## src/rtl/wca_lime_trx_seq.sv

```systemverilog
// wca_lime_trx_seq
// Power-sequencing controller for the Lime baseband interface control byte.
// One sequencer is shared between RX and TX. A round-robin arbiter picks which
// path it serves. Bringing a path up sets its clock enable, then its path
// enable, then its mode. Taking a path down parks the mode, then clears the
// enable, then clears the clock. After each clock or enable change the
// sequencer holds for a programmable settle time.
//
// Ports
//   clock     DSP clock; all logic is on the rising edge
//   reset     asynchronous, active-low; clears all state
//   rx_want   requested RX path state (level)
//   tx_want   requested TX path state (level)
//   rx_mode   RX input mode applied while RX is on
//   tx_mode   TX output mode applied while TX is on
//   ctrl_out  control byte: [1:0] rx mode, [3:2] tx mode, [4] rxen, [5] txen,
//             [6] rxclk en, [7] txclk en
//   rx_ready  RX fully up
//   tx_ready  TX fully up
//   busy      sequencer not idle
//   seq_done  one-cycle pulse when an up or down sequence completes
module wca_lime_trx_seq #(
    parameter int CNT_W      = 8,
    parameter int CLK_SETTLE = 16,
    parameter int EN_SETTLE  = 64
) (
    input  logic       clock,
    input  logic       reset,
    input  logic       rx_want,
    input  logic       tx_want,
    input  logic [1:0] rx_mode,
    input  logic [1:0] tx_mode,
    output logic [7:0] ctrl_out,
    output logic       rx_ready,
    output logic       tx_ready,
    output logic       busy,
    output logic       seq_done
);

    typedef enum logic [2:0] {
        IDLE, UP_CLK, UP_EN, UP_MODE, DN_MODE, DN_EN, DN_CLK
    } state_e;

    typedef enum logic {PATH_RX = 1'b0, PATH_TX = 1'b1} path_e;

    // Mode 2'b11 on both paths means RX test pattern and TX zeros. This is
    // the safe state for a path that is down.
    localparam logic [1:0]       PARK_MODE = 2'b11;
    localparam logic [7:0]       CTRL_RST  = 8'h0F;
    localparam logic [CNT_W-1:0] CLK_LOAD  = CNT_W'(CLK_SETTLE - 1);
    localparam logic [CNT_W-1:0] EN_LOAD   = CNT_W'(EN_SETTLE - 1);
    localparam logic [CNT_W-1:0] CNT_ONE   = CNT_W'(1);
    localparam logic [CNT_W-1:0] CNT_ZERO  = '0;

    function automatic logic [7:0] clk_mask(input path_e p);
        return (p == PATH_TX) ? 8'h80 : 8'h40;
    endfunction

    function automatic logic [7:0] en_mask(input path_e p);
        return (p == PATH_TX) ? 8'h20 : 8'h10;
    endfunction

    // Replace only the selected path's mode field. This leaves the other
    // path's bits untouched.
    function automatic logic [7:0] put_mode(input logic [7:0] c, input path_e p,
                                            input logic [1:0] m);
        logic [7:0] r;
        r = c;
        if (p == PATH_TX) r[3:2] = m;
        else              r[1:0] = m;
        return r;
    endfunction

    state_e           state_q, state_n;
    logic [CNT_W-1:0] cnt_q, cnt_n;
    path_e            sel_q, sel_n;
    path_e            last_q, last_n;
    logic [1:0]       mode_q, mode_n;
    logic [7:0]       ctrl_q, ctrl_n;
    logic             rx_ready_q, rx_ready_n;
    logic             tx_ready_q, tx_ready_n;
    logic             busy_q, busy_n;
    logic             seq_done_q, seq_done_n;

    logic  rx_pend, tx_pend, pick_want;
    path_e pick;

    assign rx_pend = (rx_want != rx_ready_q);
    assign tx_pend = (tx_want != tx_ready_q);

    // On a tie, serve the path that was not served last.
    always_comb begin
        if (rx_pend && tx_pend) pick = (last_q == PATH_TX) ? PATH_RX : PATH_TX;
        else if (tx_pend)       pick = PATH_TX;
        else                    pick = PATH_RX;
        pick_want = (pick == PATH_TX) ? tx_want : rx_want;
    end

    // NOTE: every variable written below gets a default first. A path that
    // forgets to assign one would otherwise infer a latch.
    always_comb begin
        state_n    = state_q;
        cnt_n      = cnt_q;
        sel_n      = sel_q;
        last_n     = last_q;
        mode_n     = mode_q;
        ctrl_n     = ctrl_q;
        rx_ready_n = rx_ready_q;
        tx_ready_n = tx_ready_q;
        seq_done_n = 1'b0;

        // Each transition carries the entry action of the state it enters,
        // so ctrl_out changes on the very edge that enters that state.
        unique case (state_q)
            IDLE: begin
                if (rx_pend || tx_pend) begin
                    sel_n  = pick;
                    mode_n = (pick == PATH_TX) ? tx_mode : rx_mode;
                    if (pick_want) begin
                        state_n = UP_CLK;
                        ctrl_n  = ctrl_q | clk_mask(pick);
                        cnt_n   = CLK_LOAD;
                    end else begin
                        state_n = DN_MODE;
                        ctrl_n  = put_mode(ctrl_q, pick, PARK_MODE);
                        if (pick == PATH_TX) tx_ready_n = 1'b0;
                        else                 rx_ready_n = 1'b0;
                    end
                end else begin
                    // A live mode change on a path that is already up needs
                    // no sequencing.
                    if (rx_ready_q && (rx_mode != ctrl_q[1:0])) ctrl_n[1:0] = rx_mode;
                    if (tx_ready_q && (tx_mode != ctrl_q[3:2])) ctrl_n[3:2] = tx_mode;
                end
            end
            UP_CLK: begin
                if (cnt_q == CNT_ZERO) begin
                    state_n = UP_EN;
                    ctrl_n  = ctrl_q | en_mask(sel_q);
                    cnt_n   = EN_LOAD;
                end else begin
                    cnt_n = cnt_q - CNT_ONE;
                end
            end
            UP_EN: begin
                if (cnt_q == CNT_ZERO) begin
                    state_n    = UP_MODE;
                    ctrl_n     = put_mode(ctrl_q, sel_q, mode_q);
                    seq_done_n = 1'b1;
                    last_n     = sel_q;
                    if (sel_q == PATH_TX) tx_ready_n = 1'b1;
                    else                  rx_ready_n = 1'b1;
                end else begin
                    cnt_n = cnt_q - CNT_ONE;
                end
            end
            UP_MODE: state_n = IDLE;
            DN_MODE: begin
                state_n = DN_EN;
                ctrl_n  = ctrl_q & ~en_mask(sel_q);
                cnt_n   = EN_LOAD;
            end
            DN_EN: begin
                if (cnt_q == CNT_ZERO) begin
                    state_n = DN_CLK;
                    ctrl_n  = ctrl_q & ~clk_mask(sel_q);
                    cnt_n   = CLK_LOAD;
                end else begin
                    cnt_n = cnt_q - CNT_ONE;
                end
            end
            DN_CLK: begin
                if (cnt_q == CNT_ZERO) begin
                    state_n    = IDLE;
                    seq_done_n = 1'b1;
                    last_n     = sel_q;
                end else begin
                    cnt_n = cnt_q - CNT_ONE;
                end
            end
            default: state_n = IDLE;
        endcase

        busy_n = (state_n != IDLE);
    end

    // NOTE: sequential state uses non-blocking assignments only, so every
    // register samples its next value from the same pre-edge snapshot.
    always_ff @(posedge clock or negedge reset) begin
        if (!reset) begin
            state_q    <= IDLE;
            cnt_q      <= '0;
            sel_q      <= PATH_RX;
            last_q     <= PATH_TX;
            mode_q     <= '0;
            ctrl_q     <= CTRL_RST;
            rx_ready_q <= 1'b0;
            tx_ready_q <= 1'b0;
            busy_q     <= 1'b0;
            seq_done_q <= 1'b0;
        end else begin
            state_q    <= state_n;
            cnt_q      <= cnt_n;
            sel_q      <= sel_n;
            last_q     <= last_n;
            mode_q     <= mode_n;
            ctrl_q     <= ctrl_n;
            rx_ready_q <= rx_ready_n;
            tx_ready_q <= tx_ready_n;
            busy_q     <= busy_n;
            seq_done_q <= seq_done_n;
        end
    end

    assign ctrl_out = ctrl_q;
    assign rx_ready = rx_ready_q;
    assign tx_ready = tx_ready_q;
    assign busy     = busy_q;
    assign seq_done = seq_done_q;

endmodule

```

## config.mk

```make
export PLATFORM = sky130hd
export DESIGN_NAME = wca_lime_trx_seq
export DESIGN_NICKNAME = d
export VERILOG_FILES = /design/src/rtl/wca_lime_trx_seq.sv
export SDC_FILE = /design/constraint.sdc
export NUM_CORES = 1
export LEC_CHECK = 0
export ABC_AREA = 1
export CAP_MARGIN = 30
export CORE_MARGIN = 8
export CORE_UTILIZATION = 50
export CTS_BUF_LIST = sky130_fd_sc_hd__clkbuf_4 sky130_fd_sc_hd__clkbuf_8
export CTS_CLUSTER_SIZE = 12
export DETAILED_ROUTE_END_ITERATION = 6
export GPL_TIMING_DRIVEN = 0
export PLACE_DENSITY = 0.74
export SLEW_MARGIN = 0
export SYNTH_ARGS = -nofsm -noshare
export SYNTH_HDL_FRONTEND = slang
export SYNTH_SLANG_ARGS = --single-unit
```

## constraint.sdc

```tcl
create_clock -name clock -period 1.5 [get_ports clock]
set_input_delay 0.3 -clock clock [delete_from_list [all_inputs] [get_ports clock]]
set_output_delay 0.3 -clock clock [all_outputs]
set_load 0.05 [all_outputs]
```

==> metrics.md, run 1 <==
| Metric | Value |
|---|---|
| Status | complete, but fails checks |
| Failing checks | setup timing |
| Crit path arrival time | 1.72 ns |
| Share of cells above drive strength 1 | 0.406 |
| Via density | 5.22 |
| Post-Syn Nets | 280 |
| Fin crit share | 1.02 |
| PnR worst setup slack | -0.0314 ns |
| Most frequent cells in the layout | 82 x nand2_1, 27 x buf_4, 24 x inv_1 |
| Final antenna-violating net count | 0 |
| Die width | 77 um |
| Area delta synth->final | 42.4% |
| Seq/Total Area, Yosys | 0.367 |
| IO Port Bufs | 19 |
| Clock transition at path regs | 0.09 ns |
| N_diodes | 0 |
| Initial antenna violation count | 0 |
| RSZ-0062 raised after global routing | true |
| Register bit total from synthesis | 27 |
| Sinks on Clock Net | 27 |
| Final Max Slew Viols | 0 |
| Residual DRC | 0 |
| Cts bufs inserted | 3 |
| Tmin final | 1.53 ns |
| Final Hold Slack | 0.404 ns |
| Maximum clock insertion buffer count | 2 |
| Crit path kind | reg2reg |
| Top cell type by total area after synthesis | dfrtp_1 |
| CTS Root Cell | clkbuf_8 |
| H-tree depth | 1 |
| CTS tree | yes |
| Synth area leaders | dfrtp_1 30%, nand2_1 20%, dfstp_2 7.1% |
| RD Place Congestion | 0.878 |
| Startpoint Class | flip-flop |
| Pwr dens | 481 nW/um^2 |
| Data required time of the critical path | 1.68 ns |
| Max-cap violation count | 0 |
| Vias in the first global route | 1,781 |
| Starting Density | 0.512 |
| Fin Setup TNS | -0.120 ns |
| Top Ports | 20 |
| Post-Syn Instances | 270 |
| HP Class | in2async |
| Pin count of the biggest net entering global routing | 17 |
| Rows | 22 |
| Initial DRT Pass Iterations | 4 |
| Share of Yosys cell area claimed by the top area cell type | 0.296 |
| Slew @ Worst Pin | 0.644 ns |
| Leak Pwr | 1.30 nW |
| Fmax | 0.653 GHz |
| Worst Clk Skew | 0.00223 ns |
| Synth Warn # | 0 |
| Vias | 1,938 |
| CP endpoint kind | flip-flop |
| Fin area | 2650 sq um |
| Post-place setup slack | -0.468 ns |
| Wirelength, routed | 5.41 mm |
| Hold_buf cts | 0 |
| Mapped Avg Cell Area | 6.89 sq um |
| Final nets | 334 |
| CP max FO | 7 |
| Core footprint | 3630 sq um |
| Die Y | 77 um |
| Drt wl/cell | 14.6 um |
| Die ar. | 5930 sq um |
| Slew margin rel. | 0.569 |
| Clk_lat worst skew | 0.28 ns |
| Commonest non-fill, non-tap cell in the layout | nand2_1 |
| Initial DRC Count | 97 |
| Netlist cell types | 29 |
| Final Hold Fails | 0 |
| VDD IR max | 0.635 mV |
| # setup viols final | 7 |
| First-pass GRT wire length | 7.91 mm |
| Area of the mapped netlist | 1860 sq um |
| Post-DP HPWL | 3.17 mm |
| Total track usage | 0.155 |
| Worst R2R Setup Slack | -0.03 ns |
| Grt ovf | 0 |
| DP Area | 2150 sq um |
-- registers in the layout, indices dropped and copies added (netlist names) --
name and count:
busy 1, tx_ready 1, state_q 3, rx_ready 1, last_q 1, cnt_q 8
mode_q 2, ctrl_out 8, seq_done 1, sel_q 1
-- repair_timing --
action | in CTS | in global routing
setup buffers | 13 | 14
hold endpoints to repair | 0 | 0
gates cloned | 1 | 1
resized for setup | 58 | 59
pin swaps | 9 | 22
setup endpoints to repair | 30 | 24
-- area by class of cell --
cell class                 instances  area [sq um]
multi-input combinational        205          1270
fill                             280           983
sequential                        27           691
timing repair buffer              48           413
inverter                          38           150
tap                               48          60.1
clock buffer                       3          41.3
buffer                             1          15.0
clock inverter                     1          5.00
-- Yosys cell counts (all sizes together) --
master	n
a21oi	7
a31oi	2
a32o	1
buf	1
dfrtp	22
dfstp	5
ha	2
inv	38
nand2	108
nand3	22
nand4	3
nor2	25
nor3	2
o21a	1
o21ai	25
o41ai	1
or2	1
xnor2	2
xor2	2
-- layer usage --
layer	GRT usage	routed length [um]
met1	0.191	2160
met2	0.263	2800
met3	0.0291	257
met4	0.0528	187
met5	0	0
-- per-stage QoR --
step / total power [mW] / utilization / instances
4_1_cts: 1.26 / 0.644 / 356
3_3_place_gp: 0.825 / 0.584 / 337
5_1_grt: 1.32 / 0.729 / 371
2_1_floorplan: 0.781 / - / 270
6_report: 1.27 / 0.729 / 371
3_5_place_dp: 0.834 / 0.592 / 338
-- where the power goes --
| part | total [mW] | internal (mW) | switching, mW | leakage (nW) |
|---|---|---|---|---|
| Clock | 0.435 | 0.187 | 0.247 | 0.0255 |
| Combinational | 0.112 | 0.0465 | 0.0652 | 0.965 |
| Sequential | 0.728 | 0.728 | 0 | 0.310 |
| Total | 1.27 | 0.962 | 0.313 | 1.30 |
-- logic make-up after synthesis --
logic type / after synthesis / share of synthesized area
AND/OR/NAND/NOR: 161 / 0.400
buffers and inverters: 39 / 0.0841
AO/OA/AOI/OAI: 37 / 0.117
flip-flops: 27 / 0.367
XOR/XNOR: 4 / 0.0188
adder cells (fa/ha/maj): 2 / 0.0134
-- final timing paths --
kind                        startpoint     endpoint  cells past startpoint
max                           cnt_q[0]     cnt_q[0]                      9
min                              reset     cnt_q[7]                      1
max reg2reg                   cnt_q[0]     cnt_q[0]                      9
min reg2reg                ctrl_out[3]  ctrl_out[3]                      2
max in group asynchronous        reset  ctrl_out[3]                      2
min in group clock         ctrl_out[3]  ctrl_out[3]                      2
-- worst max-delay path, stage by stage, from the launching register on --
cell and delay, ns:
dfrtp_1 0.38, inv_2 0.07, ha_4 0.17, nand2_4 0.09, nor2_4 0.06, o21ai_2 0.28
nand2_8 0.11, clkbuf_16 0.17, nand2_4 0.05, o21ai_2 0.04
Power figures use the tool's default switching activity.
==> inputs of run 2 (changes only) <==
--- a/config.mk
+++ b/config.mk
@@ -12,8 +12,9 @@
 export CTS_BUF_LIST = sky130_fd_sc_hd__clkbuf_4 sky130_fd_sc_hd__clkbuf_8
 export CTS_CLUSTER_SIZE = 12
 export DETAILED_ROUTE_END_ITERATION = 6
+export DONT_BUFFER_PORTS = 1
 export GPL_TIMING_DRIVEN = 0
-export PLACE_DENSITY = 0.74
+export PLACE_DENSITY = 0.67
 export SLEW_MARGIN = 0
 export SYNTH_ARGS = -nofsm -noshare
 export SYNTH_HDL_FRONTEND = slang
==> run 2 against run 1 <==
Compared with the run above: the flow still finishes with violations (setup timing); worst hold slack lost 0.26 ns; utilization decreased by 4.8 points; clock skew is essentially flat; first-iteration DRC count is 28% higher; critical endpoint is now cnt_q[1].
==> metrics.md, run 2 (synthesized netlist as in run 1, its figures left out) <==
| Metric | Value |
|---|---|
| Grt ovf | 0 (unchanged) |
| Maximum clock insertion buffer count | 2 (unchanged) |
| Rows | 22 (unchanged) |
| RSZ-0062 raised after global routing | true |
| First-pass GRT wire length | 7.51 mm (-5.1%) |
| Pwr dens | 517 nW/um^2 (+7.6%) |
| Top Ports | 20 (unchanged) |
| Slew @ Worst Pin | 0.527 ns (-0.117 ns) |
| Cell Count Post-Placement | 318 (-5.9%) |
| Critical Path Max Stage Delay | 0.55 ns (+0.17 ns) |
| Vias | 1,824 (-5.9%) |
| Commonest non-fill, non-tap cell in the layout | nand2_1 |
| CP max FO | 5 (-2) |
| DP Area | 1930 sq um (-10%) |
| Leak Pwr | 1.22 nW (-6.3%) |
| Final Max Slew Viols | 0 (unchanged) |
| Failing checks | setup timing |
| Final Hold Fails | 0 (unchanged) |
| Crit path kind | reg2reg |
| Clk_lat worst skew | 0.28 ns (about the same) |
| Crit path arrival time | 1.84 ns (+0.12 ns) |
| # setup viols final | 19 (+12) |
| Slowest-stage cell, CP | dfrtp_2 |
| Post-place setup slack | -0.215 ns (+0.252 ns) |
| Vias in the first global route | 1,640 (-7.9%) |
| RD Place Congestion | 0.876 (-0.24%) |
| CP startpoint | rx_ready |
| Reg2reg start | rx_ready |
| PnR worst setup slack | -0.165 ns (-0.133 ns) |
| Clock transition at path regs | 0.10 ns (about the same) |
| Worst Clk Skew | 0.00180 ns (-0.000436 ns) |
| Min-Delay Startpoint | tx_mode[1] |
| CP endpoint kind | flip-flop |
| Fmax | 0.601 GHz (-8.0%) |
| VDD IR max | 0.301 mV (-53%) |
| Cell Chain, Critical Path | inv_2 -> nand2_4 -> nand3_4 -> nand2_4 -> nand2_4 -> nand3_4 -> nand2_4 -> nand2_8 -> buf_6 -> o21a_1 |
| Via density | 5.24 (+0.34%) |
| H-tree depth | 1 (unchanged) |
| Area delta synth->final | 33.1% |
| Fin crit share | 1.11 (+0.0887) |
| Most Frequent Cell on Critical Path | nand2_4 |
| HP Class | in2reg |
| Final nets | 311 (-6.9%) |
| Final antenna-violating net count | 0 (unchanged) |
| Sinks on Clock Net | 27 (unchanged) |
| Drt wl/cell | 13.9 um (-4.7%) |
| Final Hold Slack | 0.144 ns (-0.260 ns) |
| Status | complete, but fails checks |
| Slew margin rel. | 0.648 (+0.0790) |
| Tmin final | 1.66 ns (+0.133 ns) |
| Data required time of the critical path | 1.68 ns (about the same) |
| Die width | 77 um (unchanged) |
| Wirelength, routed | 4.83 mm (-11%) |
| Share of cells above drive strength 1 | 0.400 (-0.00557) |
| Die ar. | 5930 sq um (unchanged) |
| Starting Density | 0.512 (unchanged) |
| Total track usage | 0.151 (-0.00397) |
| IO Port Bufs | 0 (-19) |
| Die Y | 77 um (unchanged) |
| Fin Setup TNS | -1.83 ns (-1.71 ns) |
| Fillers | 304 (+8.6%) |
| Cts bufs inserted | 3 (unchanged) |
| Max-cap violation count | 0 (unchanged) |
| Fin area | 2480 sq um (-6.6%) |
| CTS Root Cell | clkbuf_8 |
| Pin count of the biggest net entering global routing | 28 (+11) |
| Initial antenna violation count | 0 (unchanged) |
| Initial DRT Pass Iterations | 5 (+1) |
| CTS tree | yes |
| N_diodes | 0 (unchanged) |
| Non-filler cells in the finished layout | 348 (-6.2%) |
| Core footprint | 3630 sq um (unchanged) |
| Initial DRC Count | 124 (+28%) |
| Startpoint Class | flip-flop |
| Residual DRC | 0 (unchanged) |
| Post-DP HPWL | 3.08 mm (-2.7%) |
| Most frequent cells in the layout | 74 x nand2_1, 25 x inv_1, 24 x nand2_2 |
## run 2: changes by cell type in the layout (fill, tap and decap cells not counted), sizes merged, moves of 2 or more
cell / before / now
buf: 33 / 25
clkbuf: 6 / 4
clkdlybuf4s15: 4 / 0
clkdlybuf4s50: 5 / 0
dlygate4sd2: 4 / 0
## run 2: critical path, delay by kind of cell, from the launching register on
family | cells | cell delay [ns]
AOI/OAI and AO/OA | 1 | 0.15
DFF | 1 | 0.55
and+or+nand+nor | 7 | 0.61
buffers and inverters | 2 | 0.26
## run 2: through the flow
stage	power, mW	util
2_1_floorplan	0.781	-
3_3_place_gp	0.790	0.532
3_5_place_dp	0.790	0.532
4_1_cts	1.29	0.631
5_1_grt	1.32	0.681
6_report	1.28	0.681
## run 2: where the power goes
group	switching, mW	internal (mW)
combinational	0.0654	0.0385
clock	0.241	0.209
sequential	0	0.727
total	0.306	0.975
## run 2: path summary, 6_finish.rpt
| kind | endpoint | slack [ns] | depth (start not counted) |
|---|---|---|---|
| min in group asynchronous | cnt_q[0] | 0.45 | 2 |
| hold reg to reg | mode_q[0] | 0.49 | 2 |
| hold / removal | mode_q[1] | 0.14 | 2 |
| setup reg to reg | cnt_q[1] | -0.16 | 10 |
| setup / recovery | cnt_q[1] | -0.16 | 10 |
| max in group asynchronous | ctrl_out[2] | 0.83 | 2 |
## run 2: layer usage
layer / vias up / wire [um] / track usage
li1: 919 / - / -
met1: 859 / 2240 / 0.190
met2: 39 / 2260 / 0.240
met3: 7 / 263 / 0.0396
met4: 0 / 63 / 0.0604
met5: - / 0 / 0
## run 2: cell type report
type,instances,area (sq um),area share
well taps,48,60.1,0.0243
inverters,38,153,0.0616
clock buffers,4,48.8,0.0197
plain buffers,1,15.0,0.00606
multi-input cells,205,1250,0.503
flip-flops and latches,27,703,0.284
repair buffers,25,250,0.101
## run 2: what timing repair did
action,CTS,global route
pin swaps,15,11
setup buffers,13,9
gates cloned,1,1
hold buffers,2,0
setup endpoints to repair,20,24
hold endpoints to repair,27,0
gates resized for setup,42,42
